File: config.mk
export PLATFORM = sky130hd
export DESIGN_NAME = mem_io_responder_flat
export DESIGN_NICKNAME = d
export VERILOG_FILES = /design/src/rtl/mem_io_pkg.sv /design/src/rtl/mem_io_responder_if.sv /design/src/rtl/resp_ram.sv /design/src/rtl/mem_io_responder.sv /design/src/flat_wrapper.sv
export SDC_FILE = /design/constraint.sdc
export NUM_CORES = 2
export LEC_CHECK = 0
export CAP_MARGIN = 20
export CORE_MARGIN = 4
export CORE_UTILIZATION = 52
export DETAILED_ROUTE_END_ITERATION = 12
export PLACE_DENSITY = 0.74
export RECOVER_POWER = 25
export SYNTH_ARGS = -nofsm -noshare
export SYNTH_HDL_FRONTEND = slang
export SYNTH_SLANG_ARGS = --single-unit
File: constraint.sdc
create_clock -name Clock -period 3.3 [get_ports Clock]
set_clock_uncertainty 0.05 [all_clocks]
set_input_delay 0.66 -clock Clock [delete_from_list [all_inputs] [get_ports Clock]]
set_output_delay 0.66 -clock Clock [all_outputs]
set_load 0.01 [all_outputs]
File: src/rtl/mem_io_pkg.sv
// Shared definitions for the processor memory-bus responder: region codes,
// timer register offsets and timer control bit positions.
package mem_io_pkg;

    localparam int unsigned DATA_W = 16;
    localparam int unsigned ADDR_W = 16;
    localparam int unsigned SW_W   = 9;

    localparam logic [3:0] REG_RAM = 4'h0;
    localparam logic [3:0] REG_LED = 4'h1;
    localparam logic [3:0] REG_SW  = 4'h2;
    localparam logic [3:0] REG_TMR = 4'h3;

    localparam logic [1:0] TMR_LOAD   = 2'd0;
    localparam logic [1:0] TMR_CTRL   = 2'd1;
    localparam logic [1:0] TMR_COUNT  = 2'd2;
    localparam logic [1:0] TMR_STATUS = 2'd3;

    localparam int unsigned CTRL_EN   = 0;
    localparam int unsigned CTRL_AUTO = 1;
    localparam int unsigned CTRL_W    = 2;

endpackage

File: src/rtl/mem_io_responder_if.sv
// Processor memory-bus signals: request from the processor, registered read data back.
interface mem_io_responder_if;
    import mem_io_pkg::*;

    logic [ADDR_W-1:0] ADDR;
    logic [DATA_W-1:0] DOUT;
    logic              W;
    logic [DATA_W-1:0] DIN;

    modport master (output ADDR, output DOUT, output W, input DIN);
    modport slave  (input ADDR, input DOUT, input W, output DIN);
endinterface

File: src/rtl/resp_ram.sv
// Inferred single-port synchronous RAM; a write returns the written word on the same edge.
module resp_ram #(
    parameter  int unsigned WORDS = 128,
    localparam int unsigned AW    = $clog2(WORDS)
) (
    input  logic          clk,
    input  logic          we,
    input  logic [AW-1:0] addr,
    input  logic [15:0]   wdata,
    output logic [15:0]   rdata
);
    logic [15:0] mem [WORDS];
    logic [15:0] rdata_q;

    always_ff @(posedge clk) begin
        if (we) begin
            mem[addr] <= wdata;
            rdata_q   <= wdata;
        end else begin
            rdata_q   <= mem[addr];
        end
    end

    assign rdata = rdata_q;
endmodule

File: src/rtl/mem_io_responder.sv
// Memory-bus responder: decodes RAM, LED register, synchronised switches and a
// down-count timer, returning read data one cycle after the request.
module mem_io_responder
    import mem_io_pkg::*;
#(
    parameter int unsigned RAM_WORDS = 128
) (
    input  logic               Clock,
    input  logic               Reset,
    mem_io_responder_if.slave  bus,
    input  logic [SW_W-1:0]    SW,
    output logic [SW_W-1:0]    LEDR,
    output logic               TIRQ
);
    localparam int unsigned RAM_AW = $clog2(RAM_WORDS);

    logic [3:0]        region_c;
    logic [1:0]        tmr_off_c;
    logic              ram_we_c;
    logic [DATA_W-1:0] ram_rdata;

    logic [SW_W-1:0]   led_q, led_d;
    logic [SW_W-1:0]   sw_meta_q, sw_meta_d;
    logic [SW_W-1:0]   sw_sync_q, sw_sync_d;
    logic [DATA_W-1:0] load_q, load_d;
    logic [CTRL_W-1:0] ctrl_q, ctrl_d;
    logic [DATA_W-1:0] count_q, count_d;
    logic              exp_q, exp_d;
    logic [DATA_W-1:0] din_q, din_d;
    logic              sel_ram_q, sel_ram_d;

    assign region_c  = bus.ADDR[15:12];
    assign tmr_off_c = bus.ADDR[1:0];
    // Gating with Reset keeps a write from landing while reset is held.
    assign ram_we_c  = bus.W && (region_c == REG_RAM) && !Reset;

    resp_ram #(.WORDS(RAM_WORDS)) u_ram (
        .clk   (Clock),
        .we    (ram_we_c),
        .addr  (bus.ADDR[RAM_AW-1:0]),
        .wdata (bus.DOUT),
        .rdata (ram_rdata)
    );

    // Register updates and read-data selection.
    always_comb begin
        led_d     = led_q;
        sw_meta_d = SW;
        sw_sync_d = sw_meta_q;
        load_d    = load_q;
        ctrl_d    = ctrl_q;
        count_d   = count_q;
        exp_d     = exp_q;
        din_d     = '0;
        sel_ram_d = (region_c == REG_RAM);

        // STATUS read clears first so a same-edge expiry below wins.
        if (!bus.W && region_c == REG_TMR && tmr_off_c == TMR_STATUS)
            exp_d = 1'b0;

        if (bus.W && region_c == REG_TMR && tmr_off_c == TMR_LOAD) begin
            load_d  = bus.DOUT;
            count_d = bus.DOUT;
        end else if (ctrl_q[CTRL_EN]) begin
            if (count_q > 16'd1) begin
                count_d = count_q - 16'd1;
            end else if (count_q == 16'd1) begin
                exp_d = 1'b1;
                if (ctrl_q[CTRL_AUTO]) begin
                    count_d = load_q;
                end else begin
                    count_d         = '0;
                    ctrl_d[CTRL_EN] = 1'b0;
                end
            end
        end

        if (bus.W && region_c == REG_TMR && tmr_off_c == TMR_CTRL)
            ctrl_d = bus.DOUT[CTRL_W-1:0];
        if (bus.W && region_c == REG_LED)
            led_d = bus.DOUT[SW_W-1:0];

        case (region_c)
            REG_LED: din_d = bus.W ? 16'(bus.DOUT[SW_W-1:0]) : 16'(led_q);
            REG_SW:  din_d = bus.W ? 16'd0 : 16'(sw_sync_q);
            REG_TMR: begin
                case (tmr_off_c)
                    TMR_LOAD:  din_d = bus.W ? bus.DOUT : load_q;
                    TMR_CTRL:  din_d = bus.W ? 16'(bus.DOUT[CTRL_W-1:0]) : 16'(ctrl_q);
                    TMR_COUNT: din_d = bus.W ? 16'd0 : count_q;
                    default:   din_d = bus.W ? 16'd0 : 16'(exp_q);
                endcase
            end
            default: din_d = '0;
        endcase
    end

    always_ff @(posedge Clock or posedge Reset) begin
        if (Reset) begin
            led_q     <= '0;
            sw_meta_q <= '0;
            sw_sync_q <= '0;
            load_q    <= '0;
            ctrl_q    <= '0;
            count_q   <= '0;
            exp_q     <= 1'b0;
            din_q     <= '0;
            sel_ram_q <= 1'b0;
        end else begin
            led_q     <= led_d;
            sw_meta_q <= sw_meta_d;
            sw_sync_q <= sw_sync_d;
            load_q    <= load_d;
            ctrl_q    <= ctrl_d;
            count_q   <= count_d;
            exp_q     <= exp_d;
            din_q     <= din_d;
            sel_ram_q <= sel_ram_d;
        end
    end

    // RAM data is already registered inside resp_ram; only the select is muxed here.
    assign bus.DIN = sel_ram_q ? ram_rdata : din_q;
    assign LEDR    = led_q;
    assign TIRQ    = exp_q;
endmodule

File: src/flat_wrapper.sv
// flat-port wrapper written by rule: the top's interface ports become plain ports
module mem_io_responder_flat import mem_io_pkg::*;
#(
    parameter int unsigned RAM_WORDS = 128
)
  (Clock, Reset, SW, LEDR, TIRQ, bus_ADDR, bus_DOUT, bus_W, bus_DIN);
  mem_io_responder_if bus_i ();
  input  logic Clock;
  input  logic Reset;
  input  logic [SW_W-1:0] SW;
  output logic [SW_W-1:0] LEDR;
  output logic TIRQ;
  input wire logic [$bits(bus_i.ADDR)-1:0] bus_ADDR;
  input wire logic [$bits(bus_i.DOUT)-1:0] bus_DOUT;
  input wire logic [$bits(bus_i.W)-1:0] bus_W;
  output wire logic [$bits(bus_i.DIN)-1:0] bus_DIN;
  assign bus_i.ADDR = bus_ADDR;
  assign bus_i.DOUT = bus_DOUT;
  assign bus_i.W = bus_W;
  assign bus_DIN = bus_i.DIN;
  mem_io_responder #(.RAM_WORDS(RAM_WORDS)) u_core (.Clock(Clock), .Reset(Reset), .bus(bus_i), .SW(SW), .LEDR(LEDR), .TIRQ(TIRQ));
endmodule
Yosys cells after proc, flatten, opt, wreduce, memory -nomap -nowiden
Memories as Yosys holds them, arrays and structs flattened. A register that Yosys moved wholly into a read port is not among the register bits.
Cells that the tools add are included.
Widths: inputs -> output; s select.

cells by class
  add/subtract/negate cells = 1
  equality and inequality tests = 8
  order comparisons = 1
  mux-type cells = 27
  reductions and logical operators = 15

operator list
  kind                   number
  $mux 16                8
  $pmux 16 s3            2
  $mux 9                 2
  $eq 16x1->1 const B    1
  $gt 16x1->1 const B    1
  $sub 16x1->16 const B  1
  $mux 1                 14
  $eq 4x2->1 const B     2
  $logic_and 1x1->1      8
  $eq 2x2->1 const B     2
  $eq 4x1->1 const B     1
  $logic_not 4->1        1
  $reduce_bool 3->1      1
  $eq 2x1->1 const B     1
  $logic_not 1->1        2
  $logic_not 2->1        1
  $mux 2                 1
  $ne 2x2->1 const B     1
  $reduce_and 2->1       1
  $reduce_bool 2->1      1

word-level totals
  register bits = 79
  logic and storage cells = 63
  memories kept = 1
  input port bits = 44
  output and inout port bits = 26
  memory bits (writable) = 2048

memories
  name              words  width  read ports  clocked after memory_dff  write ports  RTL line        text
  u_core.u_ram.mem  128    16     1           1                         1            resp_ram.sv:12  logic [15:0] mem [WORDS];

Depth between registers and ports, before layout
  depth after elaboration = 8
  mapped depth = 12

Cells and area by module
From an unflattened synthesis, not the netlist that was laid out.

second synthesis, totals
  cell total of the unflattened synthesis = 3525
  area total of the unflattened synthesis = 82534.2 µm²

by module, submodules not included
  module            cells each  seq. area each (µm²)  area each (µm²)  instances
  resp_ram          3077        61639.1               78342.6          1
  mem_io_responder  448         1976.9                4191.5           1

Worst setup path before layout
Ideal clock, no wire load.

  path type = input to register
  start point = input port Reset
  end point = memory u_core.u_ram.mem[127][0] (enable)
  cell stages on the path = 5
  slack = -1.078 ns
  arrival time = 3.939 ns
  cells stage by stage = inv_1 and4_1 nand3_1 clkbuf_1 nor2_1

between the ends
  cells in the longest elaborated chain, start to end = 4

RTL lines
  what                          RTL line                text
  start, declared               flat_wrapper.sv:9       input logic Reset;
  $logic_not 1->1               mem_io_responder.sv:35  assign ram_we_c = bus.W && (region_c == REG_RAM) && !Reset;
  $logic_and 1x1->1             mem_io_responder.sv:35
  $mux 1                        resp_ram.sv:16          if (we) begin
  $mux 1 (implied by the code)  resp_ram.sv:17          mem[addr] <= wdata;
  end, declared                 resp_ram.sv:12

Every way passes these cells.

==> metrics.md <==
| Metric | Value |
|---|---|
| Residual DRC count | 0 |
| Num rows | 146 |
| Number of violations of the max-capacitance limit | 16 |
| Buffer cell driving the clock tree root | sky130_fd_sc_hd__clkbuf_16 |
| Run status | finished, violations left |
| Average footprint of a synthesized cell | 20.6 µm² |
| Violated checks | capacitance limit, slew limit, setup timing |
| Crit path max fanout | 5 |
| Launching element type of the critical path | register |
| Cell area after synthesis | 0.0827 mm² |
| Number of warning messages in the yosys log | 0 |
| Final Instance Area | 0.102 mm² |
| Final core area utilization | 0.642 |
| Maximum VDD drop | 0.553 mV |
| Classification of the worst setup path | register to output pin |
| Clock sink count | 2134 |
| Leakage component of the power | 33.7 nW |
| Total wire length after detailed routing | 239 mm |
| Count of nets left with antenna violations after detail routing | 0 |
| Die height | 407 µm |
| CTS tree | yes |
| Share of the yosys chip area belonging to registers | 0.770 |
| Most instantiated flip-flop cell in the synthesis netlist | sky130_fd_sc_hd__edfxtp_1 |
| Data required time of the critical path | 2.59 ns |
| Proportion of synthesized flip-flops having asynchronous set or reset | 0.0370 |
| Pin count of the biggest net entering global routing | 130 |
| Starting density of the core | 0.523 |
| First drt pass iteration count | 6 |
| Die area | 0.165 mm² |
| Final global-route overflow total | 0 |
| Port bufs | 64 |
| Routed WL per cell | 33.5 µm |
| Total Nets Final | 4917 |
| Number of design-rule violations left by the first detailed-router iteration | 7382 |
| Type of the most critical hold path | register to register |
| CTS H-tree lvls | 4 |
| First-pass GRT wire length | 338 mm |
| RePlAce Congestion | 0.938 |
| Top area cells in the synthesized netlist | sky130_fd_sc_hd__edfxtp_1, sky130_fd_sc_hd__mux4_2, sky130_fd_sc_hd__dfrtp_1, sky130_fd_sc_hd__mux2i_1, sky130_fd_sc_hd__nor2_1 |
| Clock latency of the later-clocked register in the worst-skew pair | 0.84 ns |
| Via count of the first global-routing pass | 46400 |
| Number of enable-type register cells in the synthesized netlist | 2048 |
| Max-slew violation count | 899 |
| Top cell type's share of synthesized area | 0.744 |
| Synth Instances | 4018 |
| Final cell count without fillers | 7128 |
| Portion of total power attributed to sequential cells | 0.524 |
| Net count after synthesis | 4064 |
| Core area | 0.158 mm² |
| Cts-stage hold buffer count | 0 |
| Average vias per placed instance | 6.64 |
| Placed inst area | 0.0924 mm² |
| Largest area contributor in the netlist | sky130_fd_sc_hd__edfxtp_1 |
| Final number of setup-violating endpoints | 110 |
| Post-layout min period | 4.51 ns |
| Final Cycle Share | 1.37 |
| Multi-input gate area | 0.0191 mm² |
| Number of buffers on the longest clock path | 3 |
| Area Growth Syn to Fin | 22.8% |
| Clock transition at the registers of the reported paths | 0.06 ns |
| Slew of the pin with the lowest slew margin | 3.31 ns |
| Boundary pin count | 70 |
| Final hold vios | 0 |
| Setup repair after global routing missed its margin | yes |
| Clock Power Share | 0.406 |
| Die Width | 407 µm |
| FMAX | 222 MHz |
| Proportion of total power due to net switching | 0.220 |
| Register cell area after layout | 0.0636 mm² |
| R2r setup slk | 0.39 ns |
| Total placed cells including tap cells | 6625 |
| Worst path setup slack after routing | -1.21 ns |
| All-Layer GR Usage | 0.288 |
| Count of different cell masters after synthesis | 77 |
| P_sw | 0.0126 W |
| Slew headroom | -1.21 |
| Number of antenna violations at the first check in global routing | 12 |
| Share of final-layout standard cells stronger than drive strength 1 | 0.361 |
| Hold slack | 0.295 ns |
| Setup total negative slack | -28.79 ns |
| Combinational group share of total power | 0.069 |
| Capturing element type of the critical path | output pin |
| Clock buffers created by TritonCTS | 202 |
| Detailed Place HPWL | 145 mm |
| Layout filler cell count | 10000 |
| Flop and latch count out of synthesis | 2134 |
| Via count | 47300 |
| P_int | 0.0446 W |
| Power density over the cells | 563 mW/mm² |
| Worst EP arrival | 3.80 ns |
-- per-stage QoR --
step,power (W),setup WS (ns)
final,0.0572,-1.21
after global routing,0.0587,-1.27
after CTS,0.0571,-1.23
after detailed placement,0.0340,-1.17
after global placement,0.0339,-1.45
after floorplan,0.0321,-0.159
-- cell type report --
cell class / instances / area share
Sequential cell: 2134 / 0.627
Tap cell: 2072 / 0.0255
Inverter: 16 / 0.000690
Multi-Input combinational cell: 1651 / 0.188
Timing Repair Buffer: 866 / 0.0933
Clock inverter: 136 / 0.0127
Clock buffer: 246 / 0.0527
Antenna cell: 7 / 0.000173
-- cell usage after synthesis (13+ instances only) --
master / instances
sky130_fd_sc_hd__dfrtp_1: 79
sky130_fd_sc_hd__a211oi_1: 23
sky130_fd_sc_hd__buf_4: 27
sky130_fd_sc_hd__nor2_1: 204
sky130_fd_sc_hd__edfxtp_1: 2048
sky130_fd_sc_hd__mux2_2: 29
sky130_fd_sc_hd__nor3_1: 37
sky130_fd_sc_hd__and3_1: 15
sky130_fd_sc_hd__a22oi_1: 46
sky130_fd_sc_hd__o211ai_1: 15
sky130_fd_sc_hd__and2_1: 13
sky130_fd_sc_hd__mux4_2: 461
sky130_fd_sc_hd__a31oi_1: 18
sky130_fd_sc_hd__nor2b_1: 25
sky130_fd_sc_hd__nand2_1: 176
sky130_fd_sc_hd__o21ai_0: 60
sky130_fd_sc_hd__inv_1: 14
sky130_fd_sc_hd__buf_2: 73
sky130_fd_sc_hd__o22ai_1: 66
sky130_fd_sc_hd__a21oi_1: 57
sky130_fd_sc_hd__nand3_1: 32
sky130_fd_sc_hd__clkbuf_1: 96
sky130_fd_sc_hd__o221ai_1: 50
sky130_fd_sc_hd__mux2i_1: 180
sky130_fd_sc_hd__buf_1: 18
-- placed cells by master, fill, tap and decap left out, types with 25 or more instances in the layout --
cell type                   Yosys  routed
sky130_fd_sc_hd__a21oi_1       57      45
sky130_fd_sc_hd__a22oi_1       46      26
sky130_fd_sc_hd__buf_12         0     200
sky130_fd_sc_hd__buf_4         27     532
sky130_fd_sc_hd__buf_6          2      44
sky130_fd_sc_hd__clkbuf_1      96      52
sky130_fd_sc_hd__clkbuf_16      0     208
sky130_fd_sc_hd__clkinv_1       1      49
sky130_fd_sc_hd__clkinv_2       0      38
sky130_fd_sc_hd__dfrtp_1       79      79
sky130_fd_sc_hd__edfxtp_1    2048    2048
sky130_fd_sc_hd__mux2_2        29      25
sky130_fd_sc_hd__mux2i_1      180     159
sky130_fd_sc_hd__mux4_2       461     461
sky130_fd_sc_hd__nand2_1      176     168
sky130_fd_sc_hd__nand3_1       32      26
sky130_fd_sc_hd__nor2_1       204     172
sky130_fd_sc_hd__nor2_2         0      29
sky130_fd_sc_hd__nor3_1        37      28
sky130_fd_sc_hd__o21ai_0       60      45
sky130_fd_sc_hd__o221ai_1      50      38
sky130_fd_sc_hd__o22ai_1       66      50
-- sequential cells by signal, summed over array words and instances (netlist names), named ones only --
register,cells
u_core.sel_ram_q,1
u_core.TIRQ,1
u_core.u_ram.mem,2048
u_core.load_q,16
u_core.LEDR,9
u_core.sw_meta_q,9
u_core.count_q,16
u_core.sw_sync_q,9
u_core.ctrl_q,2
u_core.din_q,16
-- per-layer routing --
layer	wire, µm	vias to the layer above	share of wire	GRT usage
met1	83600	24500	0.35	0.397
met3	31400	612	0.13	0.0777
met4	10400	8	0.044	0.114
met2	113000	3702	0.47	0.445
met5	117	-	0.00049	0
li1	-	18500	-	-
-- final timing paths --
path / to / start / cells after the start
max in group asynchronous: u_core.load_q[7] / Reset / 4
min reg2reg: u_core.sw_sync_q[1] / u_core.sw_meta_q[1] / 0
max reg2reg: u_core.count_q[11] / u_core.count_q[6] / 7
min: u_core.sw_sync_q[1] / u_core.sw_meta_q[1] / 0
min in group asynchronous: u_core.load_q[9] / Reset / 3
max: bus_DIN[13] / register / 13
-- cells by family after synthesis --
kind of cell	count (synthesis)	synth area share
DFF	2134	0.770
muxes	670	0.151
and+or+nand+nor	565	0.0308
AOI/OAI and AO/OA	413	0.0347
buffers and inverters	233	0.0132
adders and majority gates	2	0.000303
xor gates and xnor gates	1	0.000106
-- worst max-delay path, cell delays in order (launching register included) --
cell	delay, ns
sky130_fd_sc_hd__dfxtp_4	0.40
sky130_fd_sc_hd__buf_12	0.13
sky130_fd_sc_hd__buf_12	0.14
sky130_fd_sc_hd__buf_8	0.12
sky130_fd_sc_hd__buf_12	0.12
sky130_fd_sc_hd__buf_12	0.11
sky130_fd_sc_hd__buf_8	0.11
sky130_fd_sc_hd__mux4_2	0.51
sky130_fd_sc_hd__o21ai_0	0.24
sky130_fd_sc_hd__nand2_1	0.32
sky130_fd_sc_hd__a32oi_2	0.28
sky130_fd_sc_hd__buf_4	0.16
sky130_fd_sc_hd__o41ai_4	0.11
sky130_fd_sc_hd__buf_4	0.18
-- power by group through the flow --
stage / clock network [W] / registers, W / logic [W]
after global routing: 0.0246 / 0.0300 / 0.00413
after detailed placement: 0 / 0.0305 / 0.00350
after CTS: 0.0234 / 0.0299 / 0.00385
after global placement: 0 / 0.0305 / 0.00343
final: 0.0232 / 0.0300 / 0.00397
after floorplan: 0 / 0.0305 / 0.00159
-- timing repair --
action                                  CTS  global route
endpoints found under the setup margin   16            16
pin swaps                                48            44
buffers inserted                         76            45
gates cloned                              8             1
resized for setup                       288            98
Note: power is estimated with default switching activity, not from simulation.
